--- src/rtl/pkt_cache_slot_mgmt.sv ---
// pkt_cache_slot_mgmt: slot allocator and FIFO scheduler for the 2048x134
// packet cache RAM. The RAM is split into SLOT_NUM slots of SLOT_DEPTH words.
// Free slot indices live in a free FIFO. Each completed packet's index moves to
// a send FIFO. Packets are then issued to the reader one at a time, in order.
// Optional statistics ports are enabled by defining SLOT_MGMT_STAT_EN.
module pkt_cache_slot_mgmt #(
  parameter int SLOT_NUM   = 64,
  parameter int SLOT_DEPTH = 32,
  parameter int ADDR_W     = 11,
  parameter int IDX_W      = 6
) (
  input  logic              clk,
  input  logic              rst,
  input  logic              in_pkt_req,
  input  logic              in_pkt_done,
  input  logic              in_rd_done,
  output logic [ADDR_W-1:0] addr2data_waddr,
  output logic              addr2data_waddr_wr,
  output logic [ADDR_W-1:0] addr2data_raddr,
  output logic              addr2data_raddr_wr,
  output logic              out_pkt_drop,
  output logic              out_ready,
  output logic [IDX_W:0]    out_free_cnt,
  output logic [31:0]       out_drop_cnt
);

  localparam int OFF_W = $clog2(SLOT_DEPTH);

  localparam logic [0:0] W_IDLE  = 1'b0;
  localparam logic [0:0] W_BUSY  = 1'b1;
  localparam logic [1:0] R_IDLE  = 2'd0;
  localparam logic [1:0] R_ISSUE = 2'd1;
  localparam logic [1:0] R_WAIT  = 2'd2;

  function automatic logic [ADDR_W-1:0] slot_base(input logic [IDX_W-1:0] idx);
    return ADDR_W'(idx) << OFF_W;
  endfunction

  // Free FIFO storage and pointers.
  logic [IDX_W-1:0] free_mem_q [SLOT_NUM];
  logic [IDX_W-1:0] free_wp_q, free_wp_d, free_rp_q, free_rp_d;
  logic [IDX_W:0]   free_cnt_q, free_cnt_d;
  logic             free_push, free_pop;
  logic [IDX_W-1:0] free_push_idx;

  // Send FIFO storage and pointers.
  logic [IDX_W-1:0] send_mem_q [SLOT_NUM];
  logic [IDX_W-1:0] send_wp_q, send_wp_d, send_rp_q, send_rp_d;
  logic [IDX_W:0]   send_cnt_q, send_cnt_d;
  logic             send_push, send_pop;

  // Control state.
  logic             ready_q, ready_d;
  logic [IDX_W-1:0] init_cnt_q, init_cnt_d;
  logic [0:0]       w_state_q, w_state_d;
  logic [1:0]       r_state_q, r_state_d;
  logic [IDX_W-1:0] widx_q, widx_d;
  logic [IDX_W-1:0] ridx_q, ridx_d;
  logic [ADDR_W-1:0] waddr_q, waddr_d, raddr_q, raddr_d;
  logic             waddr_wr_q, waddr_wr_d, raddr_wr_q, raddr_wr_d;
  logic             drop_q, drop_d;

  // Next-state logic for INIT fill, write FSM, read FSM and both FIFOs.
  always_comb begin
    ready_d       = ready_q;
    init_cnt_d    = init_cnt_q;
    w_state_d     = w_state_q;
    r_state_d     = r_state_q;
    widx_d        = widx_q;
    ridx_d        = ridx_q;
    waddr_d       = waddr_q;
    raddr_d       = raddr_q;
    waddr_wr_d    = 1'b0;
    raddr_wr_d    = 1'b0;
    drop_d        = 1'b0;
    free_push     = 1'b0;
    free_pop      = 1'b0;
    free_push_idx = '0;
    send_push     = 1'b0;
    send_pop      = 1'b0;

    if (!ready_q) begin
      free_push     = 1'b1;
      free_push_idx = init_cnt_q;
      init_cnt_d    = init_cnt_q + 1'b1;
      drop_d        = in_pkt_req;
      if (init_cnt_q == IDX_W'(SLOT_NUM - 1)) begin
        ready_d = 1'b1;
      end
    end else begin
      case (w_state_q)
        W_IDLE: begin
          if (in_pkt_req) begin
            // Emptiness is judged on the registered count, so a slot returned
            // in this same cycle cannot satisfy this request.
            if (free_cnt_q != '0) begin
              free_pop   = 1'b1;
              widx_d     = free_mem_q[free_rp_q];
              waddr_d    = slot_base(free_mem_q[free_rp_q]);
              waddr_wr_d = 1'b1;
              w_state_d  = W_BUSY;
            end else begin
              drop_d = 1'b1;
            end
          end
        end
        default: begin
          if (in_pkt_req) begin
            drop_d = 1'b1;
          end
          if (in_pkt_done) begin
            send_push = 1'b1;
            w_state_d = W_IDLE;
          end
        end
      endcase

      case (r_state_q)
        R_IDLE: begin
          if (send_cnt_q != '0) begin
            send_pop   = 1'b1;
            ridx_d     = send_mem_q[send_rp_q];
            raddr_d    = slot_base(send_mem_q[send_rp_q]);
            raddr_wr_d = 1'b1;
            r_state_d  = R_ISSUE;
          end
        end
        R_ISSUE: begin
          r_state_d = R_WAIT;
        end
        R_WAIT: begin
          if (in_rd_done) begin
            free_push     = 1'b1;
            free_push_idx = ridx_q;
            r_state_d     = R_IDLE;
          end
        end
        default: begin
          r_state_d = R_IDLE;
        end
      endcase
    end

    free_wp_d  = free_push ? free_wp_q + 1'b1 : free_wp_q;
    free_rp_d  = free_pop  ? free_rp_q + 1'b1 : free_rp_q;
    free_cnt_d = free_cnt_q + (IDX_W+1)'(free_push) - (IDX_W+1)'(free_pop);
    send_wp_d  = send_push ? send_wp_q + 1'b1 : send_wp_q;
    send_rp_d  = send_pop  ? send_rp_q + 1'b1 : send_rp_q;
    send_cnt_d = send_cnt_q + (IDX_W+1)'(send_push) - (IDX_W+1)'(send_pop);
  end

  // Control and pointer registers with synchronous reset.
  always_ff @(posedge clk) begin
    if (rst) begin
      ready_q    <= 1'b0;
      init_cnt_q <= '0;
      w_state_q  <= W_IDLE;
      r_state_q  <= R_IDLE;
      widx_q     <= '0;
      ridx_q     <= '0;
      waddr_q    <= '0;
      raddr_q    <= '0;
      waddr_wr_q <= 1'b0;
      raddr_wr_q <= 1'b0;
      drop_q     <= 1'b0;
      free_wp_q  <= '0;
      free_rp_q  <= '0;
      free_cnt_q <= '0;
      send_wp_q  <= '0;
      send_rp_q  <= '0;
      send_cnt_q <= '0;
    end else begin
      ready_q    <= ready_d;
      init_cnt_q <= init_cnt_d;
      w_state_q  <= w_state_d;
      r_state_q  <= r_state_d;
      widx_q     <= widx_d;
      ridx_q     <= ridx_d;
      waddr_q    <= waddr_d;
      raddr_q    <= raddr_d;
      waddr_wr_q <= waddr_wr_d;
      raddr_wr_q <= raddr_wr_d;
      drop_q     <= drop_d;
      free_wp_q  <= free_wp_d;
      free_rp_q  <= free_rp_d;
      free_cnt_q <= free_cnt_d;
      send_wp_q  <= send_wp_d;
      send_rp_q  <= send_rp_d;
      send_cnt_q <= send_cnt_d;
    end
  end

  // FIFO storage writes; contents are don't-care once the pointers are reset.
  always_ff @(posedge clk) begin
    if (!rst && free_push) begin
      free_mem_q[free_wp_q] <= free_push_idx;
    end
    if (!rst && send_push) begin
      send_mem_q[send_wp_q] <= widx_q;
    end
  end

  assign addr2data_waddr    = waddr_q;
  assign addr2data_waddr_wr = waddr_wr_q;
  assign addr2data_raddr    = raddr_q;
  assign addr2data_raddr_wr = raddr_wr_q;
  assign out_pkt_drop       = drop_q;
  assign out_ready          = ready_q;

`ifdef SLOT_MGMT_STAT_EN
  logic [31:0] drop_cnt_q, drop_cnt_d;

  // Saturating count of refused requests, updated together with the drop pulse.
  always_comb begin
    drop_cnt_d = drop_cnt_q;
    if (drop_d && (drop_cnt_q != '1)) begin
      drop_cnt_d = drop_cnt_q + 32'd1;
    end
  end

  // Drop counter register.
  always_ff @(posedge clk) begin
    if (rst) begin
      drop_cnt_q <= '0;
    end else begin
      drop_cnt_q <= drop_cnt_d;
    end
  end

  // Occupancy reads 0 while the free list is still being filled.
  assign out_free_cnt = ready_q ? free_cnt_q : '0;
  assign out_drop_cnt = drop_cnt_q;
`else
  assign out_free_cnt = '0;
  assign out_drop_cnt = '0;
`endif

endmodule

--- config.mk ---
export PLATFORM = sky130hd
export DESIGN_NAME = pkt_cache_slot_mgmt
export DESIGN_NICKNAME = d
export VERILOG_FILES = /design/src/rtl/pkt_cache_slot_mgmt.sv
export SDC_FILE = /design/constraint.sdc
export NUM_CORES = 1
export LEC_CHECK = 0
export BUFFER_PORTS_ARGS = -buffer_cell sky130_fd_sc_hd__buf_2
export CORE_UTILIZATION = 33
export DETAILED_ROUTE_END_ITERATION = 16
export SYNTH_ARGS = -nofsm -noshare
export SYNTH_HDL_FRONTEND = slang
export SYNTH_SLANG_ARGS = --single-unit
export TNS_END_PERCENT = 1
--- constraint.sdc ---
create_clock -name clk -period 4.4 [get_ports clk]
set_input_delay 0.22 -clock clk [delete_from_list [all_inputs] [get_ports clk]]
set_output_delay 0.22 -clock clk [all_outputs]
set_load 0.05 [all_outputs]
Yosys cells after proc, flatten, opt, wreduce, memory -nomap -nowiden
Memories as Yosys holds them, arrays and structs flattened. A register that Yosys moved wholly into a read port is not among the register bits.
Index checks and enable logic that the tools add are counted.
- bitwise operators: 1
- multiplexer cells: 32
- $add $sub $neg: 9
- eq/ne operators: 5
- reduce and logical (&&, ||, !) cells: 9
- operators by type and width (operator ; number):
    6-bit by 1-bit adder with 6-bit output (second input constant) ; 5
    1-bit two-way mux ; 26
    6-bit two-way mux ; 3
    7-bit by 1-bit adder with 7-bit output ; 2
    7-bit nonzero test ; 2
    7-bit by 1-bit subtractor with 7-bit output ; 2
    6-bit equality test (second input constant) ; 1
    2-bit case mux with 3 select lines ; 1
    3-bit AND reduction ; 2
    2-bit two-way mux ; 2
    2-bit inequality test (second input constant) ; 2
    4-bit AND reduction ; 1
    2-bit by 1-bit equality test with 1-bit output (second input constant) ; 1
    2-bit equality test (second input constant) ; 1
    1-bit logical AND ; 2
    2-bit zero test ; 1
    1-bit zero test ; 1
    1-bit inverter ; 1
- RAM bits: 768
- memories: 2
- bits in registers: 51
- memory list (memory ; words ; bits a word ; read ports ; clocked after memory_dff ; wr ports ; line ; text):
    free_mem_q ; 64 ; 6 ; 1 ; 1 ; 1 ; 40 ; logic [IDX_W-1:0] free_mem_q [SLOT_NUM];
    send_mem_q ; 64 ; 6 ; 1 ; 1 ; 1 ; 47 ; logic [IDX_W-1:0] send_mem_q [SLOT_NUM];

Depth between registers and ports, before layout
- word-level depth: 6
- depth in mapped cells: 16
- mapped depth without buffers: 16

Worst setup path after synthesis
Ideal clock, no wire load.
- path kind: register -> register
- start point: register ready_q, in the netlist out_ready
- end point: memory free_mem_q[0][5], data pin
- library setup time: 0.702 ns
- data required time: 3.698 ns
- period minus slack after synthesis: 4.065 ns
- cell stages (with the launch flop): 3
- path slack: 0.335 ns
- arrival: 3.364 ns
- cells stage by stage: dfxtp_1 > clkbuf_1 > o21ai_0
- word-level cells in the longest chain between the ends: 1
- ends and longest elaborated chain (what ; line ; text):
    start: declaration ; 53 ; logic ready_q, ready_d;
    start signal: assignment ; 173 ; ready_q <= ready_d;
    6-bit two-way mux ; 82 ; if (!ready_q) begin
    net free_push_idx[5] ; 44 ; logic [IDX_W-1:0] free_push_idx;
    end: declaration ; 40 ;
The timed path passes the listed nets, and every way through them passes these cells.

Worst setup path after layout
- start point: register send_cnt_q[5]
- end point: register send_cnt_q[6]
- word-level cells in the longest chain between the ends: 5
- ends and longest elaborated chain (what ; line ; text):
    start: declaration ; 49 ; logic [IDX_W:0] send_cnt_q, send_cnt_d;
    start signal: assignment ; 189 ; send_cnt_q <= send_cnt_d;
    branches (longest 4 deep; another with 7-bit by 1-bit adder with 7-bit output) ; n/a ;
    7-bit by 1-bit subtractor with 7-bit output (*) ; 149 ; send_cnt_d = send_cnt_q + (IDX_W+1)'(send_push) - (IDX_W+1)'(send_pop);
Mark *: on every way between the ends.
A chain may end at the register's enable or synchronous reset.

==> flow_metrics.tcl <==
set metrics [dict create \
    cp-end-kind "flip-flop" \
    hp-class "flip-flop to flip-flop" \
    routed_via_density 5.053 \
    synthArstFlopShare 0 \
    rsz0062_at_grt "false" \
    cts_sinks 831 \
    r2r_setup_slack_ns 0.84 \
    synth-seq-cells 831 \
    cap_violations 0 \
    p_sw_mw 3.220 \
    netlist_instances 1830 \
    grt_pass1_vias 17190 \
    multiInputGateArea_mm2 0.008287 \
    post-route-min-period_ns 3.562 \
    busiest_layer "met2" \
    port_buffers 20 \
    seqPwrFrac 0.545 \
    critPathKind "flip-flop to flip-flop" \
    die_x_um 320.4 \
    grt_max_degree 65 \
    antenna_found_initial 0 \
    fp.dieArea_mm2 0.1026 \
    die_y_um 320.4 \
    switching_share 0.2038 \
    cts_tree "done" \
    ys.flop_type "edfxtp_1" \
    p_leak_nw 11.24 \
    grt_pass1_wl_um 110600 \
    dp_hpwl_um 46450 \
    cts_buffer_depth 3 \
    ioPinCount 70 \
    wl_per_cell_um 22.22 \
    hold_start "r_state_q[1]$_SDFFE_PP0P_" \
    core-area_mm2 0.1003 \
    rr_endpoint "send_cnt_q[6]$_SDFF_PP0_" \
    ant_nets 0 \
    syn_to_final_growth_pct 11.92 \
    power_density_mw_per_mm2 422.1 \
    min_to "r_state_q[1]$_SDFFE_PP0P_" \
    insertion_delay_ns 0.64 \
    synth_seq_area_share 0.7272 \
    setup_viol 0 \
    finalHoldViolations 0 \
    drt_pass1_iterations 7 \
    drt-total-wl_um 73270 \
    synth.distinct_cells 52 \
    r2r-start "send_cnt_q[5]$_SDFF_PP0_" \
    max_slew_margin 0.1845 \
    place_inst 3149 \
    finalCritPeriodShare 0.8096 \
    grtUsageMet2 0.2309 \
    drc 0 \
    worstPathMaxFanout 9 \
    final_cell_count_no_fill 3297 \
    seqCellArea_mm2 0.02435 \
    worstHoldPathCells 2 \
    start_util 0.3335 \
    crit_required_ns 4.90 \
    cts_root_buffer "clkbuf_16" \
    max_freq_ghz 0.2807 \
    synth_edf_count 768 \
    p_int_mw 12.58 \
    use_met3 0.02785 \
    htreeDepth 3 \
    skew_ns 0.02984 \
    numCtsBuffers 81 \
    gr-total-overflow 0 \
    worstSetupStartpointType "flip-flop" \
    drive_above_1_share 0.1778 \
    tightest_slew_ns 1.214 \
    maxSlewViolCount 0 \
    grt_usage 0.1435 \
    drtIter0Drc 1544 \
    vdd_ir_drop_max_mv 0.2884 \
    avgSynthCellArea_um2 18.28 \
    pwr-share-clk 0.428 \
    reg2regPathDepth 16 \
    diodes 0 \
    final.setup.tns_ns 0 \
    p_comb_frac 0.027 \
    syn-cell-area_mm2 0.03345 \
    path_clk_slew_ns 0.06 \
    status "finished, final reports clean" \
    gp_congestion 0.8203 \
    cp.arrival_ns 4.06 \
    fillCellCount 9058 \
    fp-row-count 116 \
    num_vias 16660 \
    use_met1 0.1960 \
    synth_warnings 0 \
    nNetsFinal 1909 \
]
## Yosys cell counts, types with 2 or more instances
| master | count | area (um^2) |
|---|---|---|
| xor2_1 | 17 | 148.9 |
| mux4_1 | 13 | 341.6 |
| nand3_1 | 27 | 135.1 |
| buf_4 | 71 | 533.0 |
| nand2b_1 | 10 | 62.56 |
| buf_1 | 7 | 26.28 |
| nor2_1 | 145 | 544.3 |
| xnor2_1 | 14 | 122.6 |
| mux4_2 | 155 | 3491 |
| clkbuf_1 | 36 | 135.1 |
| a21oi_1 | 51 | 255.2 |
| inv_1 | 24 | 90.09 |
| nor3_1 | 30 | 150.1 |
| nand3b_1 | 9 | 67.56 |
| nand4_1 | 9 | 56.30 |
| a32oi_1 | 4 | 35.03 |
| mux2i_1 | 111 | 1111 |
| or3_1 | 7 | 43.79 |
| o22ai_1 | 13 | 81.33 |
| o221ai_1 | 23 | 201.4 |
| o211ai_1 | 4 | 30.03 |
| nor2b_1 | 15 | 93.84 |
| ha_1 | 23 | 287.8 |
| edfxtp_1 | 768 | 23060 |
| nand2_1 | 59 | 221.5 |
| a22o_1 | 2 | 17.52 |
| o21bai_1 | 3 | 22.52 |
| fa_1 | 2 | 40.04 |
| o21ai_0 | 40 | 200.2 |
| buf_6 | 12 | 135.1 |
| o21ai_1 | 5 | 25.02 |
| clkbuf_4 | 2 | 15.01 |
| a21o_1 | 3 | 22.52 |
| and3_1 | 4 | 25.02 |
| a211oi_1 | 14 | 105.1 |
| dfxtp_1 | 63 | 1261 |
| nor3b_1 | 5 | 37.54 |
| and2_1 | 3 | 18.77 |
| buf_2 | 14 | 70.07 |
## area by class of cell
cell class,count,area share
flip-flops and latches,831,0.6504
multi-input cells,877,0.2214
clock buffers,111,0.06023
well taps,1357,0.04535
repair buffers,63,0.01230
clock inverters,33,0.007854
inverters,25,0.002507
## metrics by stage
step | hold slack [ns] | cell area (um^2) | utilization | power (mW) | setup slack [ns]
after global routing | 0.4931 | 37440 | 0.3733 | 16.25 | 0.6142
after floorplan | 0.3715 | 33630 | - | 9.133 | 0.3348
final | 0.4922 | 37440 | 0.3733 | 15.80 | 0.8377
after global placement | 0.4697 | 34850 | 0.3475 | 9.177 | 1.140
after CTS | 0.4610 | 37440 | 0.3733 | 15.92 | 0.8876
after detailed placement | 0.4814 | 34850 | 0.3475 | 9.200 | 0.9241
## placed cells by master, fill, tap and decap left out, types with 5 or more instances in the layout
cell type and instances:
mux4_1 13, nand3_1 27, buf_4 38, dfxtp_2 8
clkbuf_16 85, mux2i_1 111, xor2_1 17, nand2b_1 10
a21oi_1 51, nand2_1 59, inv_1 24, nand4_1 9
bufinv_16 5, ha_1 23, clkinv_1 13, xnor2_1 14
a211oi_1 14, edfxtp_1 768, mux4_2 155, nor3b_1 5
o21ai_1 5, or3_1 7, nor2b_1 15, buf_2 19
o221ai_1 23, o21ai_0 37, nor3_1 30, conb_1 49
dfxtp_1 51, nand3b_1 9, clkbuf_1 23, nor2_1 145
clkinv_2 10, o22ai_1 13
## repair_timing
action,in CTS,in global routing
resized for setup,0,0
hold buffers,4,0
buffers inserted,0,0
hold endpoints to repair,17,0
## critical path, cell delays in order, from the launching register on
cell and delay, ns:
dfxtp_1 0.32, inv_1 0.09, ha_1 0.15, nand3b_1 0.10, o31ai_2 0.38, clkinv_1 0.36, ha_1 0.37, inv_1 0.06
ha_1 0.16, inv_1 0.06, fa_1 0.43, nand2b_1 0.16, a21oi_1 0.19, o21ai_0 0.14, a21oi_1 0.23, or3_1 0.15
a21oi_1 0.06
## registers in the layout (all words and copies together), names as in the netlist, 2 cells and up
name	count
free_rp_q	6
send_wp_q	6
free_cnt_q	7
init_cnt_q	6
send_mem_q	384
widx_q	6
send_cnt_q	7
send_rp_q	6
addr2data_raddr	6
free_mem_q	384
r_state_q	2
free_wp_q	6
## kinds of logic (layout without fill, tap and decap cells)
logic type / after synthesis / after routing / share of synthesized area
other: 1 / 49 / 0.0001121
muxes: 279 / 279 / 0.1478
DFF: 831 / 831 / 0.7272
xor gates and xnor gates: 31 / 31 / 0.008117
adders and majority gates: 25 / 25 / 0.009800
AOI/OAI and AO/OA: 164 / 164 / 0.03041
buffers and inverters: 170 / 232 / 0.03161
and+or+nand+nor: 329 / 329 / 0.04500
## worst max-delay path by stage
stage / start / to / slack [ns] / cells after the start
2_1_floorplan: out_ready$_SDFF_PP0_ / free_mem_q[0][5]$_DFFE_PP_ / 0.33 / 2
3_3_place_gp: send_cnt_q[5]$_SDFF_PP0_ / send_cnt_q[6]$_SDFF_PP0_ / 1.14 / 16
3_5_place_dp: send_cnt_q[5]$_SDFF_PP0_ / send_cnt_q[6]$_SDFF_PP0_ / 0.92 / 16
4_1_cts: send_cnt_q[5]$_SDFF_PP0_ / send_cnt_q[6]$_SDFF_PP0_ / 0.89 / 16
5_1_grt: send_cnt_q[2]$_SDFF_PP0_ / send_cnt_q[6]$_SDFF_PP0_ / 0.61 / 16
6_report: send_cnt_q[5]$_SDFF_PP0_ / send_cnt_q[6]$_SDFF_PP0_ / 0.84 / 16
## power groups by stage
stage / clock network [mW] / registers [mW] / logic, mW
5_1_grt: 7.18 / 8.61 / 0.464
6_report: 6.77 / 8.61 / 0.426
3_5_place_dp: 0 / 8.78 / 0.423
3_3_place_gp: 0 / 8.77 / 0.404
4_1_cts: 6.88 / 8.61 / 0.428
2_1_floorplan: 0 / 8.77 / 0.361
## routing by layer
metal	routed length, um	up-vias
li1	-	7281
met1	31950	8699
met2	35260	558
met3	4135	121
met4	1914	0
met5	0	-
Power figures use the tool's default switching activity.
